`src/rtl/proc_pkg.sv`:
```
// rtl/proc_pkg.sv - shared state encoding, defaults and helpers for the program sequencer
package proc_pkg;

    localparam int PC_W_DEF       = 10;
    localparam int START_ADDR_DEF = 0;
    localparam int CYC_W          = 16;

    typedef enum logic [2:0] {
        ST_IDLE    = 3'd0,
        ST_FETCH   = 3'd1,
        ST_EXEC    = 3'd2,
        ST_MEMWAIT = 3'd3,
        ST_HALTED  = 3'd4
    } seq_state_t;

    // Run-cycle counter sticks at all-ones instead of wrapping.
    function automatic logic [CYC_W-1:0] sat_inc(input logic [CYC_W-1:0] v);
        return (v == {CYC_W{1'b1}}) ? v : v + 1'b1;
    endfunction

endpackage

```
`src/rtl/pc_next.sv`:
```
// rtl/pc_next.sv - combinational next-PC arithmetic, modulo 2^PC_W
module pc_next
    import proc_pkg::*;
#(
    parameter int PC_W = PC_W_DEF
) (
    input  logic [PC_W-1:0] pc_i,
    input  logic [7:0]      offset_i,
    input  logic            branchf_i,
    input  logic            branchb_i,
    output logic [PC_W-1:0] pc_next_o
);

    logic [PC_W-1:0] offset_ext;

    // Offset is an unsigned distance; forward branch wins when both are taken.
    always_comb begin
        offset_ext = PC_W'(offset_i);
        if (branchf_i) begin
            pc_next_o = pc_i + offset_ext;
        end else if (branchb_i) begin
            pc_next_o = pc_i - offset_ext;
        end else begin
            pc_next_o = pc_i + 1'b1;
        end
    end

endmodule

```
`src/rtl/pc_sequencer.sv`:
```
// rtl/pc_sequencer.sv - fetch/execute/memory-wait program counter sequencer
module pc_sequencer
    import proc_pkg::*;
#(
    parameter int PC_W       = PC_W_DEF,
    parameter int START_ADDR = START_ADDR_DEF
) (
    input  logic             clk_i,
    input  logic             reset_i,
    input  logic             start_i,
    input  logic             branchf_i,
    input  logic             branchb_i,
    input  logic             halt_i,
    input  logic             memread_i,
    input  logic             memwrite_i,
    input  logic [7:0]       offset_i,
    input  logic             mem_ready_i,
    output logic [PC_W-1:0]  pc_o,
    output logic             exec_o,
    output logic             mem_req_o,
    output logic             done_o,
    output logic [CYC_W-1:0] cycles_o
);

    localparam logic [PC_W-1:0] START_PC = PC_W'(START_ADDR);

    seq_state_t       state_q, state_d;
    logic [PC_W-1:0]  pc_q, pc_d;
    logic [CYC_W-1:0] cycles_q, cycles_d;
    logic             exec_q, exec_d;
    logic             mem_req_q, mem_req_d;
    logic             done_q, done_d;
    logic             in_exec;
    logic [PC_W-1:0]  pc_nxt;

    // Branch requests only count in EXEC; in MEMWAIT the adder yields pc+1.
    assign in_exec = (state_q == ST_EXEC);

    pc_next #(
        .PC_W (PC_W)
    ) u_pc_next (
        .pc_i      (pc_q),
        .offset_i  (offset_i),
        .branchf_i (branchf_i & in_exec),
        .branchb_i (branchb_i & in_exec),
        .pc_next_o (pc_nxt)
    );

    // Next-state, next-PC and cycle counter; outputs follow the next state so they are registered.
    always_comb begin
        state_d  = state_q;
        pc_d     = pc_q;
        cycles_d = cycles_q;

        if (state_q == ST_FETCH || state_q == ST_EXEC || state_q == ST_MEMWAIT) begin
            cycles_d = sat_inc(cycles_q);
        end

        case (state_q)
            ST_IDLE: begin
                if (start_i) begin
                    state_d  = ST_FETCH;
                    pc_d     = START_PC;
                    cycles_d = '0;
                end
            end
            ST_FETCH: begin
                state_d = ST_EXEC;
            end
            ST_EXEC: begin
                if (halt_i) begin
                    state_d = ST_HALTED;
                end else if (memread_i || memwrite_i) begin
                    state_d = ST_MEMWAIT;
                end else begin
                    pc_d    = pc_nxt;
                    state_d = ST_FETCH;
                end
            end
            ST_MEMWAIT: begin
                if (mem_ready_i) begin
                    pc_d    = pc_nxt;
                    state_d = ST_FETCH;
                end
            end
            ST_HALTED: begin
                if (!start_i) begin
                    state_d = ST_IDLE;
                end
            end
            default: begin
                state_d = ST_IDLE;
            end
        endcase

        exec_d    = (state_d == ST_EXEC);
        mem_req_d = (state_d == ST_MEMWAIT);
        done_d    = (state_d == ST_HALTED);
    end

    // State and output registers; reset acts immediately, even mid-access.
    always_ff @(posedge clk_i or posedge reset_i) begin
        if (reset_i) begin
            state_q   <= ST_IDLE;
            pc_q      <= START_PC;
            cycles_q  <= '0;
            exec_q    <= 1'b0;
            mem_req_q <= 1'b0;
            done_q    <= 1'b0;
        end else begin
            state_q   <= state_d;
            pc_q      <= pc_d;
            cycles_q  <= cycles_d;
            exec_q    <= exec_d;
            mem_req_q <= mem_req_d;
            done_q    <= done_d;
        end
    end

    assign pc_o      = pc_q;
    assign exec_o    = exec_q;
    assign mem_req_o = mem_req_q;
    assign done_o    = done_q;
    assign cycles_o  = cycles_q;

endmodule

```
`config.mk`:
```
export PLATFORM = sky130hd
export DESIGN_NAME = pc_sequencer
export DESIGN_NICKNAME = d
export VERILOG_FILES = /design/src/rtl/proc_pkg.sv /design/src/rtl/pc_next.sv /design/src/rtl/pc_sequencer.sv
export SDC_FILE = /design/constraint.sdc
export NUM_CORES = 1
export LEC_CHECK = 0
export CORE_ASPECT_RATIO = 0.75
export CORE_MARGIN = 1
export CORE_UTILIZATION = 25
export CTS_CLUSTER_DIAMETER = 60
export DETAILED_ROUTE_END_ITERATION = 8
export PLACE_DENSITY = 0.48
export SYNTH_ARGS = -nofsm -noshare
export SYNTH_HDL_FRONTEND = slang
export SYNTH_SLANG_ARGS = --single-unit
```
`constraint.sdc`:
```
create_clock -name clk_i -period 4.63 [get_ports clk_i]
set_input_delay 0.6945 -clock clk_i [delete_from_list [all_inputs] [get_ports clk_i]]
set_output_delay 0.6945 -clock clk_i [all_outputs]
set_load 0.02 [all_outputs]
```
==> reports/summary.log <==
[clocking] clk buf depth 2
[power_and_ir_drop] Power Density 504 nW/um^2
[sta] Hold Vio Cnt, Final 0
[floorplan] number of top-level pins 46
[power_and_ir_drop] leak pwr 1.20 nW
[clocking] Hold-fix buffers, CTS 0
[synthesis] share of the synthesized netlist area taken by xor and xnor gates 5.72%
[synthesis] largest family of logic cells by synthesized area simple AND/OR/NAND/NOR gates
[finish] Final nets 322
[finish] Area Overhead vs Synth 32.4%
[global_routing] routing usage on met2 18.7%
[synthesis] Mapped Avg Cell Area 8.68 um^2
[synthesis] gate count after technology mapping 247
[synthesis] synthesized area 2140 um^2
[setup_path] Slowest cell on crit path sky130_fd_sc_hd__clkdlybuf4s50_1
[sta] Worst Tran Pin Value 0.794 ns
[sta] Clock Skew 0.00481 ns
[sta] unrepaired setup endpoints after global routing false
[detailed_routing] iteration count of the initial detailed-routing pass 4
[synthesis] ys flop type sky130_fd_sc_hd__dfrtp_1
[setup_path] capture instance of the worst register-to-register path pc_o[9]$_DFFE_PP0P_
[global_routing] wire length of the first global-routing pass 8850 um
[floorplan] core area 8090 um^2
[setup_path] depth of the worst register-to-register path 10
[global_routing] met1 track demand over resource 18.3%
[sta] relative max-transition margin 46.9%
[detailed_routing] final routed wire length divided by cell count 13.3 um
[sta] Max Freq 274 MHz
[finish] total of fill cells in the finished design 823
[synthesis] number of enable-type register cells in the synthesized netlist 0
[clocking] TritonCTS buffer count 5
[clocking] Clock Sink Count 32
[synthesis] syn_nets 277
[setup_path] Worst R2R Start state_q[1]$_DFF_PP0_
[floorplan] Std-Cell Rows 28
[min_path] worst hold-check path type reg2reg
[power_and_ir_drop] sequential group share of total power 32.5%
[setup_path] type of origin of the critical path input port
[power_and_ir_drop] clock power share 23.8%
[sta] final period utilization 79.0%
[setup_path] kind of critical path in2reg
[synthesis] total of flip-flops plus latches after synthesis 32
[synthesis] simple-gate area share of the yosys netlist 24.9%
[power_and_ir_drop] proportion of power drawn by combinational gates 43.7%
[power_and_ir_drop] internal cell power 864 uW
[global_routing] largest net degree at the start of global routing 33
[min_path] Min-Delay Endpoint pc_o[2]$_DFFE_PP0P_
[clocking] clock slew at the register clock pins of the worst setup and hold paths 0.05 ns
[power_and_ir_drop] net switching share of the total power 39.6%
[clocking] buffer cell driving the clock tree root sky130_fd_sc_hd__clkbuf_16
[synthesis] sequential cell area fraction in the yosys report 37.3%
[floorplan] full die area 8960 um^2
[detailed_routing] via count 1858
[floorplan] Starting Density 26.5%
[global_routing] met3 usage 3.61%
[sta] setup TNS 0 ns
[setup_path] data arrival time of the critical path 3.81 ns
[setup_path] CP Buf/Inv Count 1
[detailed_routing] number of routed nets with antenna violations 0
[synthesis] complex-gate fraction of the synthesized area 18.5%
[floorplan] Die Span X 109 um
[clocking] CTS tree done
[setup_path] critical path endpoint category flip-flop
[job] Max-cap violations 0
[synthesis] share of flip-flops with an asynchronous set or reset 100%
[detailed_routing] number of violations reported at the end of detailed-routing iteration 0 78
[finish] final core utilization 35.1%
[setup_path] cell class contributing the biggest share of worst-path delay simple AND/OR/NAND/NOR gates
[sta] number of failing setup endpoints in the final timing report 0
[synthesis] yosys synthesis warning count 0
[min_path] Min-Delay Startpoint pc_o[2]$_DFFE_PP0P_
[detailed_routing] routed via count divided by cell count 4.68
[setup_path] largest incremental delay on the critical path 0.46 ns
[finish] antenna cell count 0
[clocking] post_cts resized 0
[global_routing] overall overflow remaining after global route 0
[floorplan] height of the die 82.2 um
[sta] shortest clock period the worst path allows after layout 3.66 ns
[min_path] worst hold path depth 2
[sta] pins over their slew limit 0
[synthesis] share of cell area taken by muxes after synthesis 1.46%
[finish] ratio of cells with drive above 1 in the final layout 6.16%
[detailed_routing] aggregate routed wire length 5280 um
[synthesis] top post-synthesis cells by area sky130_fd_sc_hd__dfrtp_1 (37%), sky130_fd_sc_hd__ha_1 (7.0%), sky130_fd_sc_hd__nor2_1 (5.6%)
[setup_path] register-to-register setup slack 1.14 ns
[power_and_ir_drop] VDD IR-drop max 0.246 mV
[placement] final HPWL from detailed placement 3970 um
[synthesis] Synth area leader sky130_fd_sc_hd__dfrtp_1
[synthesis] adder-cell share of the synthesized area 7.93%
[run_status] run status finished clean
[global_routing] via count of the first global-routing pass 1790
[placement] final weighted congestion of routability-driven global placement 0.797
[power_and_ir_drop] NetSw 567 uW
[detailed_routing] number of design rule violations left after detail routing 0
[global_routing] overall routing resource usage 12.7%
[global_routing] busiest grt layer met2
[setup_path] cells traversed along the worst timing path clkdlybuf4s50_1 -> nand4bb_1 -> nor2_1 -> ha_1 -> nand2_1 -> nor4_1 -> o21ai_0 -> o21ai_0 -> ha_1 -> a2111o_1 -> o21a_1 -> or3_1 -> and3_1 -> a211o_1
[clocking] count of H-tree levels built during CTS 2
[clocking] post-CTS setup buffer count 0
[setup_path] WP data required 4.79 ns
[setup_path] Max Fanout on Critical Path 5
[placement] number of port buffers 45
[global_routing] number of antenna violations at the first check in global routing 0
[synthesis] Unique masters post-synth 51
[synthesis] area share of the largest cell type after synthesis 37.3%
[clocking] worst-skew pair later-pin latency 0.27 ns
==> registers in the layout, summed over array words and instances (netlist names) <==
signal / flops
cycles_o: 16
done_o: 1
exec_o: 1
mem_req_o: 1
pc_o: 10
state_q: 3
==> synthesized netlist by cell type, types with 2 or more instances <==
cell type and number:
sky130_fd_sc_hd__and3_1 2, sky130_fd_sc_hd__a311oi_1 2, sky130_fd_sc_hd__o21ai_1 4, sky130_fd_sc_hd__buf_2 3, sky130_fd_sc_hd__inv_1 9, sky130_fd_sc_hd__nor3_2 2
sky130_fd_sc_hd__ha_1 12, sky130_fd_sc_hd__xnor2_1 7, sky130_fd_sc_hd__nand4_1 4, sky130_fd_sc_hd__o31ai_1 5, sky130_fd_sc_hd__o211ai_1 2, sky130_fd_sc_hd__nor2_1 32
sky130_fd_sc_hd__a21o_1 3, sky130_fd_sc_hd__dfrtp_1 32, sky130_fd_sc_hd__and2_1 2, sky130_fd_sc_hd__clkbuf_1 4, sky130_fd_sc_hd__nand3_1 13, sky130_fd_sc_hd__nor4_1 3
sky130_fd_sc_hd__mux2i_1 2, sky130_fd_sc_hd__nor3_1 7, sky130_fd_sc_hd__or2_1 2, sky130_fd_sc_hd__a211oi_1 3, sky130_fd_sc_hd__a31oi_1 3, sky130_fd_sc_hd__a21oi_1 13
sky130_fd_sc_hd__xor2_1 7, sky130_fd_sc_hd__or3_1 2, sky130_fd_sc_hd__o21a_1 3, sky130_fd_sc_hd__o21ai_0 18, sky130_fd_sc_hd__nand2_1 24
==> final cells by class <==
class	instances	area, um^2	area share [%]
inverter	9	33.8	1.19
tap	105	131	4.63
multi-input combinational	197	1250	44.2
timing repair buffer	47	465	16.4
sequential	32	801	28.2
clock buffer	7	153	5.38
==> worst max-delay path by stage <==
stage / start / end / slack (ns) / cells after the start
2_1_floorplan: branchb_i / pc_o[9]$_DFFE_PP0P_ / 1.14 / 14
6_report: branchb_i / pc_o[9]$_DFFE_PP0P_ / 0.97 / 14
3_5_place_dp: branchb_i / pc_o[9]$_DFFE_PP0P_ / 0.68 / 14
4_1_cts: branchb_i / pc_o[9]$_DFFE_PP0P_ / 0.96 / 14
5_1_grt: branchb_i / pc_o[9]$_DFFE_PP0P_ / 0.70 / 14
3_3_place_gp: branchb_i / pc_o[9]$_DFFE_PP0P_ / 0.71 / 14
==> through the flow <==
| step | total power [mW] | worst slack [ns] | instances | hold WS [ns] | cell area, um^2 |
|---|---|---|---|---|---|
| 2_1_floorplan | 0.864 | 1.14 | 247 | 0.561 | 2140 |
| 3_3_place_gp | 1.10 | 0.711 | 390 | 0.522 | 2690 |
| 3_5_place_dp | 1.10 | 0.681 | 390 | 0.520 | 2690 |
| 4_1_cts | 1.45 | 0.956 | 397 | 0.532 | 2840 |
| 5_1_grt | 1.54 | 0.703 | 397 | 0.558 | 2840 |
| 6_report | 1.43 | 0.974 | 397 | 0.524 | 2840 |
==> metal layers <==
metal | vias to the layer above | wire length, um
li1 | 980 | -
met1 | 841 | 2850
met4 | 0 | 21
met3 | 5 | 272
met2 | 32 | 2140
met5 | - | 0
==> cells by family after synthesis <==
| logic type | count (synthesis) |
|---|---|
| AOI/OAI and AO/OA | 63 |
| xor gates and xnor gates | 14 |
| buffers and inverters | 18 |
| muxes | 3 |
| and+or+nand+nor | 104 |
| DFF | 32 |
| adders and majority gates | 13 |
==> cells in the final DEF (no fill, tap or decap), types with 5 or more instances in the layout <==
cell,count
sky130_fd_sc_hd__clkbuf_16,5
sky130_fd_sc_hd__xnor2_1,7
sky130_fd_sc_hd__inv_1,9
sky130_fd_sc_hd__nand2_1,24
sky130_fd_sc_hd__dfrtp_1,32
sky130_fd_sc_hd__a21oi_1,13
sky130_fd_sc_hd__o21ai_0,18
sky130_fd_sc_hd__clkdlybuf4s50_1,45
sky130_fd_sc_hd__nor2_1,32
sky130_fd_sc_hd__xor2_1,7
sky130_fd_sc_hd__nor3_1,7
sky130_fd_sc_hd__o31ai_1,5
sky130_fd_sc_hd__nand3_1,13
sky130_fd_sc_hd__ha_1,12
==> power by group through the flow <==
stage               combinational (mW)  clock, mW  sequential, mW
finish                           0.625      0.341           0.466
global route                     0.692      0.361           0.486
CTS                              0.635      0.349           0.467
detailed placement               0.629          0           0.471
global placement                 0.628          0           0.471
floorplan                        0.361          0           0.503
==> worst min-delay path, stage by stage, from the launching register on <==
cell                      delay (ns)
sky130_fd_sc_hd__dfrtp_1        0.37
sky130_fd_sc_hd__nand2_1        0.06
sky130_fd_sc_hd__o31ai_1        0.06
Note: power is estimated with default switching activity, not from simulation.
